===== config.mk =====
export PLATFORM = sky130hd
export DESIGN_NAME = audio_in_meter
export DESIGN_NICKNAME = d
export VERILOG_FILES = /design/src/rtl/audio_in_meter.sv
export SDC_FILE = /design/constraint.sdc
export NUM_CORES = 1
export LEC_CHECK = 0
export CORE_MARGIN = 2
export CORE_UTILIZATION = 45
export CTS_CLUSTER_DIAMETER = 40
export DETAILED_ROUTE_END_ITERATION = 7
export GPL_TIMING_DRIVEN = 0
export SYNTH_ARGS = -nofsm -noshare
export SYNTH_HDL_FRONTEND = slang
export SYNTH_SLANG_ARGS = --single-unit

===== constraint.sdc =====
create_clock -name CLOCK_50 -period 7.11 [get_ports CLOCK_50]
set_input_delay 1.422 -clock CLOCK_50 [delete_from_list [all_inputs] [get_ports CLOCK_50]]
set_output_delay 1.422 -clock CLOCK_50 [all_outputs]
set_load 0.03 [all_outputs]

===== src/rtl/audio_in_meter.sv =====
// audio_in_meter
// Capture side of the codec path. Acknowledges stereo ADC pairs from the codec
// read interface, mixes each pair to a signed mono sample, buffers the mono
// samples in a 4-entry FIFO and meters the peak absolute amplitude per window.
//
// Ports:
//   CLOCK_50        system clock, all logic on the rising edge
//   reset           synchronous, active-high
//   read_ready      codec has a stereo pair available
//   readdata_left   signed 24-bit left sample, valid while read_ready=1
//   readdata_right  signed 24-bit right sample, valid while read_ready=1
//   read            one-cycle acknowledge, codec advances to the next pair
//   out_data        signed mono sample at the FIFO head
//   out_valid       FIFO non-empty
//   out_ready       consumer pop request
//   level           peak |mono| of the last completed window
//   level_valid     one-cycle pulse when level updates
//   loud            level >= THRESH (sticky when peak hold is enabled)
//   dbg_state       current FSM state (IDLE=0, ACK=1, PROC=2)
//
// Handshakes: a codec pair is consumed only in the cycle read=1 (read is the
// acknowledge for read_ready); a FIFO entry is consumed only in a cycle where
// out_valid=1 and out_ready=1, and out_data is held stable until then.
//
// Build option: define AUDIO_IN_METER_PEAK_HOLD_EN to make loud sticky until
// reset; without it loud follows each new level.
module audio_in_meter #(
  parameter int unsigned WINDOW = 4800,
  parameter logic [23:0] THRESH = 24'h200000
) (
  input  logic        CLOCK_50,
  input  logic        reset,
  input  logic        read_ready,
  input  logic [23:0] readdata_left,
  input  logic [23:0] readdata_right,
  output logic        read,
  output logic [23:0] out_data,
  output logic        out_valid,
  input  logic        out_ready,
  output logic [23:0] level,
  output logic        level_valid,
  output logic        loud,
  output logic [1:0]  dbg_state
);

  typedef enum logic [1:0] {
    IDLE = 2'd0,
    ACK  = 2'd1,
    PROC = 2'd2
  } state_t;

  localparam logic [15:0] WIN_LAST = 16'(WINDOW - 1);

  state_t state, state_next;

  logic [23:0] left_q, right_q;
  logic [23:0] mem [4];
  logic [1:0]  wr_ptr, rd_ptr;
  logic [2:0]  count;
  logic [23:0] peak;
  logic [15:0] win_cnt;

  logic signed [24:0] sum;
  logic [23:0] mono, mag, peak_max;
  logic        push, pop;

  // FSM state register
  always_ff @(posedge CLOCK_50) begin
    if (reset) state <= IDLE;
    else       state <= state_next;
  end

  // FSM next state: a pair is only taken when the FIFO has room, so the
  // push in PROC can never overflow.
  always_comb begin
    state_next = state;
    case (state)
      IDLE:    if (read_ready && (count < 3'd4)) state_next = ACK;
      ACK:     state_next = PROC;
      PROC:    state_next = IDLE;
      default: state_next = IDLE;
    endcase
  end

  // Gated with reset so the codec is never acknowledged while reset is held.
  assign read      = (state == ACK) && !reset;
  assign dbg_state = state;

  always_ff @(posedge CLOCK_50) begin
    if (state == ACK) begin
      left_q  <= readdata_left;
      right_q <= readdata_right;
    end
  end

  // 25-bit sum then halve: the result always fits in 24 bits.
  assign sum  = $signed({left_q[23], left_q}) + $signed({right_q[23], right_q});
  assign mono = 24'(sum >>> 1);

  // -(-2^23) is not representable; clamp it to the largest positive value.
  assign mag = mono[23] ? ((mono == 24'h800000) ? 24'h7FFFFF : (~mono + 24'd1))
                        : mono;
  assign peak_max = (mag > peak) ? mag : peak;

  assign push = (state == PROC);
  assign pop  = out_valid && out_ready;

  // 4-entry FIFO, pointers wrap naturally at 2 bits.
  always_ff @(posedge CLOCK_50) begin
    if (reset) begin
      wr_ptr <= 2'd0;
      rd_ptr <= 2'd0;
      count  <= 3'd0;
      for (int i = 0; i < 4; i++) mem[i] <= 24'd0;
    end else begin
      if (push) begin
        mem[wr_ptr] <= mono;
        wr_ptr      <= wr_ptr + 2'd1;
      end
      if (pop) rd_ptr <= rd_ptr + 2'd1;
      count <= count + {2'b00, push} - {2'b00, pop};
    end
  end

  assign out_valid = (count != 3'd0);
  assign out_data  = mem[rd_ptr];

  // Window meter
  always_ff @(posedge CLOCK_50) begin
    if (reset) begin
      peak        <= 24'd0;
      win_cnt     <= 16'd0;
      level       <= 24'd0;
      level_valid <= 1'b0;
      loud        <= 1'b0;
    end else begin
      level_valid <= 1'b0;
      if (state == PROC) begin
        if (win_cnt == WIN_LAST) begin
          level       <= peak_max;
          peak        <= 24'd0;
          win_cnt     <= 16'd0;
          level_valid <= 1'b1;
`ifdef AUDIO_IN_METER_PEAK_HOLD_EN
          loud        <= loud | (peak_max >= THRESH);
`else
          loud        <= (peak_max >= THRESH);
`endif
        end else begin
          peak    <= peak_max;
          win_cnt <= win_cnt + 16'd1;
        end
      end
    end
  end

endmodule


==> reports/qor.yml <==
synth_most_common_cell: "nor2_1"
root_buffer: "clkbuf_16"
port_buffers: 105
synth_mux_area_frac: 0.0503
place_ws_ns: 0.307
rows: 58
layout.nets: 1310
cp.required_ns: 7.46
tns_ns: 0
min_from: "level[21]"
clkTransAtPathRegs_ns: 0.05
wl_microns: 28200
gp_congestion: 0.869
holdPathEnd: "level[21]"
fin_ws_ns: 0.500
cts_hold_buf: 0
synth_area_leader_cell: "edfxtp_1"
cts.path.max_buffers: 3
syn_area_sq_um: 11600
viasPerCell: 5.55
die_w_microns: 164
track_usage: 0.213
numCtsBuffers: 35
path_max_fanout: 10
antenna_left: 0
core_sq_um: 25300
fin_util: 0.565
crit_type: "reg -> reg"
synth_xor_xnor_area_share: 0.0366
finalHoldViolCount: 0
whs_path_depth: 2
nFillCells: 2171
relSlewSlack: 0.0727
grt_max_degree: 37
ys_warn_count: 0
yosys-top-cells-area: "edfxtp_1 37%, dfxtp_1 13%, ha_1 5.5%"
io_pins: 106
yosysTopAreaCellShare: 0.374
worstSetupEndpointType: "flop"
synth_top_flop_cell: "edfxtp_1"
fin_crit_sh: 0.930
ctsResizeCount: 0
maxSlewViolCount: 0
peakVddDrop_mv: 0.221
setup_viol: 0
synth_seq_cells: 221
leakagePower_uw: 0.00528
cts_setup_buffers: 0
syn_avg_cell_area_sq_um: 10.9
worstSetupStartpointType: "flop"
dieArea_sq_um: 27000
finalClockSkew_ns: 0.0246
grt_first_pass_wirelength_microns: 44800
antenna_cells: 0
finalCriticalPeriod_ns: 6.61
grt_pass1_vias: 8434
synth_edf_count: 144
synth_common_cells: "159 x nor2_1, 144 x edfxtp_1, 87 x nand2_1, 77 x dfxtp_1, 51 x ha_1"
tightest_slew_ns: 1.39
vias: 8659
hold_path.class: "reg -> reg"
clock-sinks: 221
reg2reg_to: "loud"
rsz0062_at_grt: "false"
drt_iter0_markers: 741
yosysSeqAreaShare: 0.507
synthArstFlopShare: 0
dpl.hpwl_microns: 20200
status: "finished clean"
cts_max_level: 2
drc: 0
syn2layout_area_growth_pct: 23.3
total_power_uw: 4720
synth-compound-area-share: 0.159
synth_fa_ha_area_frac: 0.0586
tritoncts: "done"
insertion_delay_ns: 0.52
clock.fmax_ghz: 0.151
antenna_found_initial: 0
grt_overflow: 0
ys_types: 84
power.density_nw_per_um2: 331
wire_per_inst_microns: 18.1
r2r_cells: 22
final_layout_size_suffix_gt1_frac: 0.114
r2r_start: "left_q[0]"
worstPathArrival_ns: 6.96
netlist_instances: 1062
syn-num-nets: 1167
rrSetupSlack_ns: 0.50
synth_top_family_by_area: "compound AO/OA/AOI/OAI gates"
synthSimpleGateAreaFrac: 0.155
max_cap_viol_count: 0
die_height_microns: 164
drtPass1Iterations: 5
initial_utilization: 0.458
[kinds of logic (layout without fill, tap and decap cells)]
group,count (synthesis),count (layout)
flip-flops,221,221
AO/OA/AOI/OAI,243,243
multiplexers,28,28
buffers and inverters,97,265
XOR/XNOR,45,45
AND/OR/NAND/NOR,375,375
adder cells (fa/ha/maj),53,53
[cells in the final DEF, fill, tap and decap left out, types with 5 or more instances in the layout]
master / instances
clkbuf_16: 36
and3_1: 9
buf_2: 10
ha_1: 51
o21ai_0: 45
inv_1: 38
nand3_1: 24
nor2b_1: 5
clkdlybuf4s50_1: 105
xor2_1: 21
a211oi_1: 5
clkbuf_1: 42
dfxtp_1: 77
nor3_1: 12
and2_1: 9
clkinv_2: 6
nand4_1: 7
nand2b_1: 17
o31ai_1: 6
xnor2_1: 19
nand2_1: 87
a31oi_1: 18
edfxtp_1: 144
a311o_1: 8
or3_1: 13
a21oi_1: 45
mux4_2: 24
a21o_1: 17
nor2_1: 159
a22o_1: 23
inv_6: 7
o21a_1: 15
o211ai_1: 11
[registers in the layout, summed over array words and instances (netlist names), named ones only]
register,count
mem,96
win_cnt,16
dbg_state,2
right_q,24
left_q,24
loud,1
level_valid,1
rd_ptr,2
peak,24
count,3
level,24
wr_ptr,2
[routing by layer]
metal	up-vias	wire (microns)	track usage
met4	0	810	0.0700
met5	-	0	0
met2	254	13300	0.351
met3	58	1630	0.0369
li1	4207	-	-
met1	4140	12500	0.286
[worst max-delay path, stage by stage (launching register included)]
cell and delay, ns:
edfxtp_1 0.40, and2_1 0.19, fa_1 0.45, nand3_1 0.21, a21oi_1 0.12, o21ai_0 0.40, a31oi_1 0.26, o21ai_0 0.52
clkbuf_1 0.41, o21ai_0 0.19, xnor2_1 0.44, nand2_1 0.15, ha_1 0.31, a21o_1 0.16, a21o_1 0.18, a221o_1 0.29
a221o_1 0.36, o21ai_0 0.16, a21oi_1 0.18, clkbuf_2 0.26, clkbuf_2 0.28, o22ai_1 0.41, a311oi_1 0.15
[worst max path at each step]
stage	from	endpoint	slack, ns	cells after the start
after CTS	left_q[0]	level[5]	0.29	22
after detailed placement	left_q[0]	level[5]	0.31	22
after global placement	left_q[0]	level[5]	0.30	22
after floorplan	left_q[9]	level[13]	1.77	26
final	left_q[0]	loud	0.50	22
after global routing	right_q[12]	level[5]	0.01	23
[power by group]
| part | internal (uW) | switching [uW] | total [uW] |
|---|---|---|---|
| combinational | 588 | 943 | 1530 |
| clock | 1080 | 625 | 1710 |
| sequential | 1450 | 33.5 | 1490 |
[metrics by stage]
stage | hold slack [ns] | cell area (sq um) | std cells
finish | 0.453 | 14300 | 1560
global route | 0.468 | 14300 | 1560
CTS | 0.455 | 14200 | 1560
detailed placement | 0.446 | 13100 | 1498
global placement | 0.440 | 13000 | 1497
floorplan | 0.425 | 11600 | 1062
[cell type report]
type                            count  area [sq um]  area share
Sequential cell                   221          5870       0.411
Multi-Input combinational cell    744          5350       0.375
Timing Repair Buffer              106          1070      0.0750
Clock buffer                       37           905      0.0634
Tap cell                          330           413      0.0289
Clock inverter                     25           275      0.0193
Buffer                             59           253      0.0177
Inverter                           38           143     0.00999
Power figures use the tool's default switching activity.
